===== src/rtl/coincidence_rate_counter.sv =====
// Gated rate counter for N_CH monostable outputs: per-channel rising-edge counts plus a
// masked multiplicity coincidence, latched at the end of each back-to-back gate window.
module coincidence_rate_counter #(
   parameter int N_CH   = 4,
   parameter int CNT_W  = 32,
   parameter int GATE_W = 30
) (
   input  logic                        clk,
   input  logic                        reset,
   input  logic [N_CH-1:0]             pulse_in,
   input  logic [N_CH-1:0]             ch_mask,
   input  logic [$clog2(N_CH+1)-1:0]   min_mult,
   input  logic [GATE_W-1:0]           gate_len,
   input  logic                        enable,
   output logic                        coinc_out,
   output logic [N_CH*CNT_W-1:0]       ch_count_out,
   output logic [CNT_W-1:0]            coinc_count_out,
   output logic                        counts_valid
);

   localparam int MULT_W = $clog2(N_CH+1);
   localparam logic [0:0] S_IDLE = 1'b0;
   localparam logic [0:0] S_RUN  = 1'b1;
   localparam logic [CNT_W-1:0] CNT_MAX = '1;

   logic [0:0]                       state_q, state_d;
   logic [GATE_W-1:0]                timer_q, timer_d;
   logic [N_CH-1:0]                  pulse_prev_q, pulse_prev_d;
   logic                             cond_prev_q, cond_prev_d;
   logic                             coinc_q, coinc_d;
   logic                             valid_q, valid_d;
   logic [N_CH-1:0][CNT_W-1:0]       live_ch_q, live_ch_d;
   logic [CNT_W-1:0]                 live_coinc_q, live_coinc_d;
   logic [N_CH-1:0][CNT_W-1:0]       lat_ch_q, lat_ch_d;
   logic [CNT_W-1:0]                 lat_coinc_q, lat_coinc_d;

   logic [MULT_W-1:0]                mult;
   logic                             cond;
   logic [N_CH-1:0]                  ch_edge;
   logic                             coinc_event;
   logic [GATE_W-1:0]                gate_load;
   logic [N_CH-1:0][CNT_W-1:0]       ch_sum;
   logic [CNT_W-1:0]                 coinc_sum;

   function automatic logic [CNT_W-1:0] sat_inc(input logic [CNT_W-1:0] v, input logic inc);
      return (inc && (v != CNT_MAX)) ? v + CNT_W'(1) : v;
   endfunction

   always_comb begin
      mult = '0;
      for (int i = 0; i < N_CH; i++) begin
         mult = mult + MULT_W'(pulse_in[i] & ch_mask[i]);
      end
   end

   assign cond        = (min_mult != '0) && (mult >= min_mult);
   assign ch_edge     = pulse_in & ~pulse_prev_q;
   assign coinc_event = cond & ~cond_prev_q;
   assign gate_load   = (gate_len == '0) ? GATE_W'(1) : gate_len;

   always_comb begin
      for (int i = 0; i < N_CH; i++) begin
         ch_sum[i] = sat_inc(live_ch_q[i], ch_edge[i]);
      end
      coinc_sum = sat_inc(live_coinc_q, coinc_event);
   end

   // The last window cycle latches live+current increments so an edge there is not lost.
   always_comb begin
      state_d      = state_q;
      timer_d      = timer_q;
      pulse_prev_d = pulse_in;
      cond_prev_d  = cond;
      coinc_d      = cond;
      valid_d      = 1'b0;
      live_ch_d    = live_ch_q;
      live_coinc_d = live_coinc_q;
      lat_ch_d     = lat_ch_q;
      lat_coinc_d  = lat_coinc_q;
      case (state_q)
         S_IDLE: begin
            live_ch_d    = '0;
            live_coinc_d = '0;
            if (enable) begin
               state_d = S_RUN;
               timer_d = gate_load;
            end
         end
         S_RUN: begin
            if (timer_q == GATE_W'(1)) begin
               lat_ch_d     = ch_sum;
               lat_coinc_d  = coinc_sum;
               valid_d      = 1'b1;
               live_ch_d    = '0;
               live_coinc_d = '0;
               if (enable) begin
                  timer_d = gate_load;
               end else begin
                  state_d = S_IDLE;
               end
            end else if (!enable) begin
               state_d      = S_IDLE;
               live_ch_d    = '0;
               live_coinc_d = '0;
            end else begin
               live_ch_d    = ch_sum;
               live_coinc_d = coinc_sum;
               timer_d      = timer_q - GATE_W'(1);
            end
         end
         default: state_d = S_IDLE;
      endcase
   end

   // Previous-sample registers reset high so lines already active at release are not edges.
   always_ff @(posedge clk) begin
      if (reset) begin
         state_q      <= S_IDLE;
         timer_q      <= '0;
         pulse_prev_q <= '1;
         cond_prev_q  <= 1'b1;
         coinc_q      <= 1'b0;
         valid_q      <= 1'b0;
         live_ch_q    <= '0;
         live_coinc_q <= '0;
         lat_ch_q     <= '0;
         lat_coinc_q  <= '0;
      end else begin
         state_q      <= state_d;
         timer_q      <= timer_d;
         pulse_prev_q <= pulse_prev_d;
         cond_prev_q  <= cond_prev_d;
         coinc_q      <= coinc_d;
         valid_q      <= valid_d;
         live_ch_q    <= live_ch_d;
         live_coinc_q <= live_coinc_d;
         lat_ch_q     <= lat_ch_d;
         lat_coinc_q  <= lat_coinc_d;
      end
   end

   assign coinc_out       = coinc_q;
   assign counts_valid    = valid_q;
   assign ch_count_out    = lat_ch_q;
   assign coinc_count_out = lat_coinc_q;

endmodule


===== config.mk =====
export PLATFORM = sky130hd
export DESIGN_NAME = coincidence_rate_counter
export DESIGN_NICKNAME = d
export VERILOG_FILES = /design/src/rtl/coincidence_rate_counter.sv
export SDC_FILE = /design/constraint.sdc
export NUM_CORES = 1
export LEC_CHECK = 0
export CELL_PAD_IN_SITES_DETAIL_PLACEMENT = 1
export CELL_PAD_IN_SITES_GLOBAL_PLACEMENT = 1
export CORE_UTILIZATION = 42
export CTS_CLUSTER_SIZE = 28
export DETAILED_ROUTE_END_ITERATION = 8
export PLACE_DENSITY = 0.9
export SLEW_MARGIN = 10
export SYNTH_ARGS = -nofsm -noshare
export SYNTH_HDL_FRONTEND = slang
export SYNTH_SLANG_ARGS = --single-unit

===== constraint.sdc =====
create_clock -name clk -period 4.2 [get_ports clk]
set_clock_uncertainty 0.1 [all_clocks]
set_input_delay 0.42 -clock clk [delete_from_list [all_inputs] [get_ports clk]]
set_output_delay 0.42 -clock clk [all_outputs]
set_load 0.02 [all_outputs]

==> run metrics <==
highest-count cells in the layout ignoring fill and taps nor2_1, dfxtp_1, clkdlybuf4s50_1, a211oi_1, xnor2_1; Power Internal 5.92 mW; H-tree levels 2; Setup TNS 0 ns; CTS tree built; critical path peak fanout 12; hpwl dp 32.3 mm; Synth Area in XOR/XNOR 0.0857; maximum capacitance violations 0; DRT Pass-1 Iters 6; GRT Total Usage 0.253; Die Span Y 194 µm; Via Count 13,900; M3 GR Usage 0.0491; crit path capture type flip-flop; P_leak 5.94 nW; Switching Share 0.224; Yosys top cell by area dfxtp_1; initial antenna violation count 1; post-route ant nets 0; clock-pin slew on the worst setup and hold paths 0.06 ns; commonest non-fill, non-tap cell in the layout nor2_1; largest family of logic cells by synthesized area simple AND/OR/NAND/NOR gates; die width 194 µm; Critical Path RT 4.55 ns; Routed WL per cell 20.0 µm; nets 1,982; gr busiest metal met2; Starting Density 0.430; Startpoint Class input pin; Post-Route WL 48.3 mm; Synth top area share 0.465; Num CTS Buffers 40; peak supply drop 0.260 mV; # DRC 0; share of power burned in registers 0.453; layout cells sized above 1 0.0634; first-pass GRT wire length 78.0 mm; synthesized area per cell 8.76 µm²; sequential fraction of the synthesis area 0.465; Tightest Pin Transition 1.01 ns; synthesized instance count 1,761; hold_buf cts 0; Overall Power 7.63 mW; Post-CTS Resized 0; met1 usage 0.295; Die ar. 37,500 µm²; combinational fraction of design power 0.048; P_sw 1.71 mW; worst relative slew slack 0.320; Num Clock Sinks 358; CTS max path bufs 3; Root Driver clkbuf_16; PD cells 398 nW/µm²; FF-to-FF setup slack 0.92 ns; Final Worst Setup Slack 0.569 ns; # IOs 206; ranking of synthesized cells by area dfxtp_1, nor2_1, a211oi_1, xnor2_1, xor2_1; #FFs+latches synth 358; ys flop type dfxtp_1; post-route minimum period 3.63 ns; Place WS -0.0275 ns; largest net degree at the start of global routing 99; RSZ-0062 raised after global routing no; Final Hold Fails 0; compound-gate portion of the synthesized area 0.124; CP Data Arrival Time 3.98 ns; Synth cell types 75; Inst Count DP 2,344; Max Freq 0.275 GHz; area delta synth->final 24.2%; non-filler cells, final 2,417; total grt overflow 0; worst hold path type input pin to flip-flop; Net Count, Synth 1,818; Final period util 0.864; # rows 69; worst hold slack 0.314 ns; Post-Synth Adder-Cell Area 0.0110; vias in the first global route 14,800; IO Port Bufs 205; cell area after synthesis 15,400 µm²; Post-synth ARST share 0; core area 35,800 µm²; Setup Fix Bufs, Post-CTS 0; M2 GR Usage 0.458; outcome complete, no violations; clock group share of total power 0.499; Starting DRT DRC Count 751; mux contribution to synthesized area 0.00925; RePlAce Congestion 0.895; synth warn 0; Final Max Slew Viols 0; Synth Area in Simple Gates 0.260; number of synthesized flops with an enable pin 0; clock latency on the worst-skew pair 0.55 ns; WS Path Type input pin to flip-flop; vias per cell 5.76; final setup fails 0
-- stage by stage --
step,util,instance area [µm²]
2_1_floorplan,-,15400
3_3_place_gp,0.494,17700
3_5_place_dp,0.494,17700
4_1_cts,0.534,19100
5_1_grt,0.534,19100
6_report,0.534,19100
-- routing by layer --
layer,vias up,wire (µm)
met3,90,2420
li1,6592,-
met2,342,24400
met1,6906,20200
met5,-,0
met4,0,1320
-- worst paths after layout --
kind / startpoint / end / depth (start not counted)
setup / recovery: pulse_in[3] / coinc_count_out[3] / 13
hold / removal: reset / cond_prev_q / 4
setup reg to reg: timer_q[14] / timer_q[6] / 7
hold reg to reg: ch_count_out[82] / ch_count_out[82] / 1
-- critical path, stage by stage --
cell             delay (ns)
clkdlybuf4s50_1        0.51
and2_1                 0.28
fa_1                   0.46
ha_1                   0.21
ha_1                   0.28
ha_1                   0.27
nand2_1                0.05
o21ai_0                0.14
buf_4                  0.16
nand2_1                0.29
nor4b_1                0.49
xnor2_1                0.14
a211oi_1               0.27
-- power by group through the flow --
stage | Sequential (mW) | Combinational [mW] | Clock [mW]
final | 3.46 | 0.363 | 3.81
after global routing | 3.46 | 0.393 | 4.02
after CTS | 3.46 | 0.360 | 3.87
after floorplan | 3.52 | 0.220 | 0
after detailed placement | 3.53 | 0.354 | 0
after global placement | 3.53 | 0.344 | 0
-- cells by family after synthesis --
family / Yosys count
AOI/OAI and AO/OA: 276
xor gates and xnor gates: 150
adders and majority gates: 13
buffers and inverters: 135
DFF: 358
muxes: 14
and+or+nand+nor: 815
-- Yosys cell counts (13+ instances only) --
cell type  number
nand4_1        54
and3_1         28
or3_1          15
inv_1          30
o21ai_0        38
nor4_1         48
and4_1         20
clkbuf_1       41
xor2_1         45
buf_2          37
xnor2_1       104
a21oi_1        45
buf_6          13
nor3_1         59
dfxtp_1       358
a211oi_1      136
nand2_1        80
nor2_1        362
nand3_1        73
-- flip-flops by register name, summed over array words and instances (netlist names) --
| register | count |
|---|---|
| ch_count_out | 128 |
| live_ch_q | 128 |
| coinc_count_out | 32 |
| live_coinc_q | 32 |
| timer_q | 30 |
| pulse_prev_q | 4 |
| coinc_out | 1 |
| cond_prev_q | 1 |
| counts_valid | 1 |
| state_q | 1 |
-- final cells by class --
cell class,instances,area (µm²)
fillers,4128,16700
clock buffers,54,1160
multi-input cells,1268,7580
diodes,1,2.50
well taps,461,577
inverters,33,124
repair buffers,224,2260
flip-flops and latches,358,7170
clock inverters,18,283
Power figures use the tool's default switching activity.
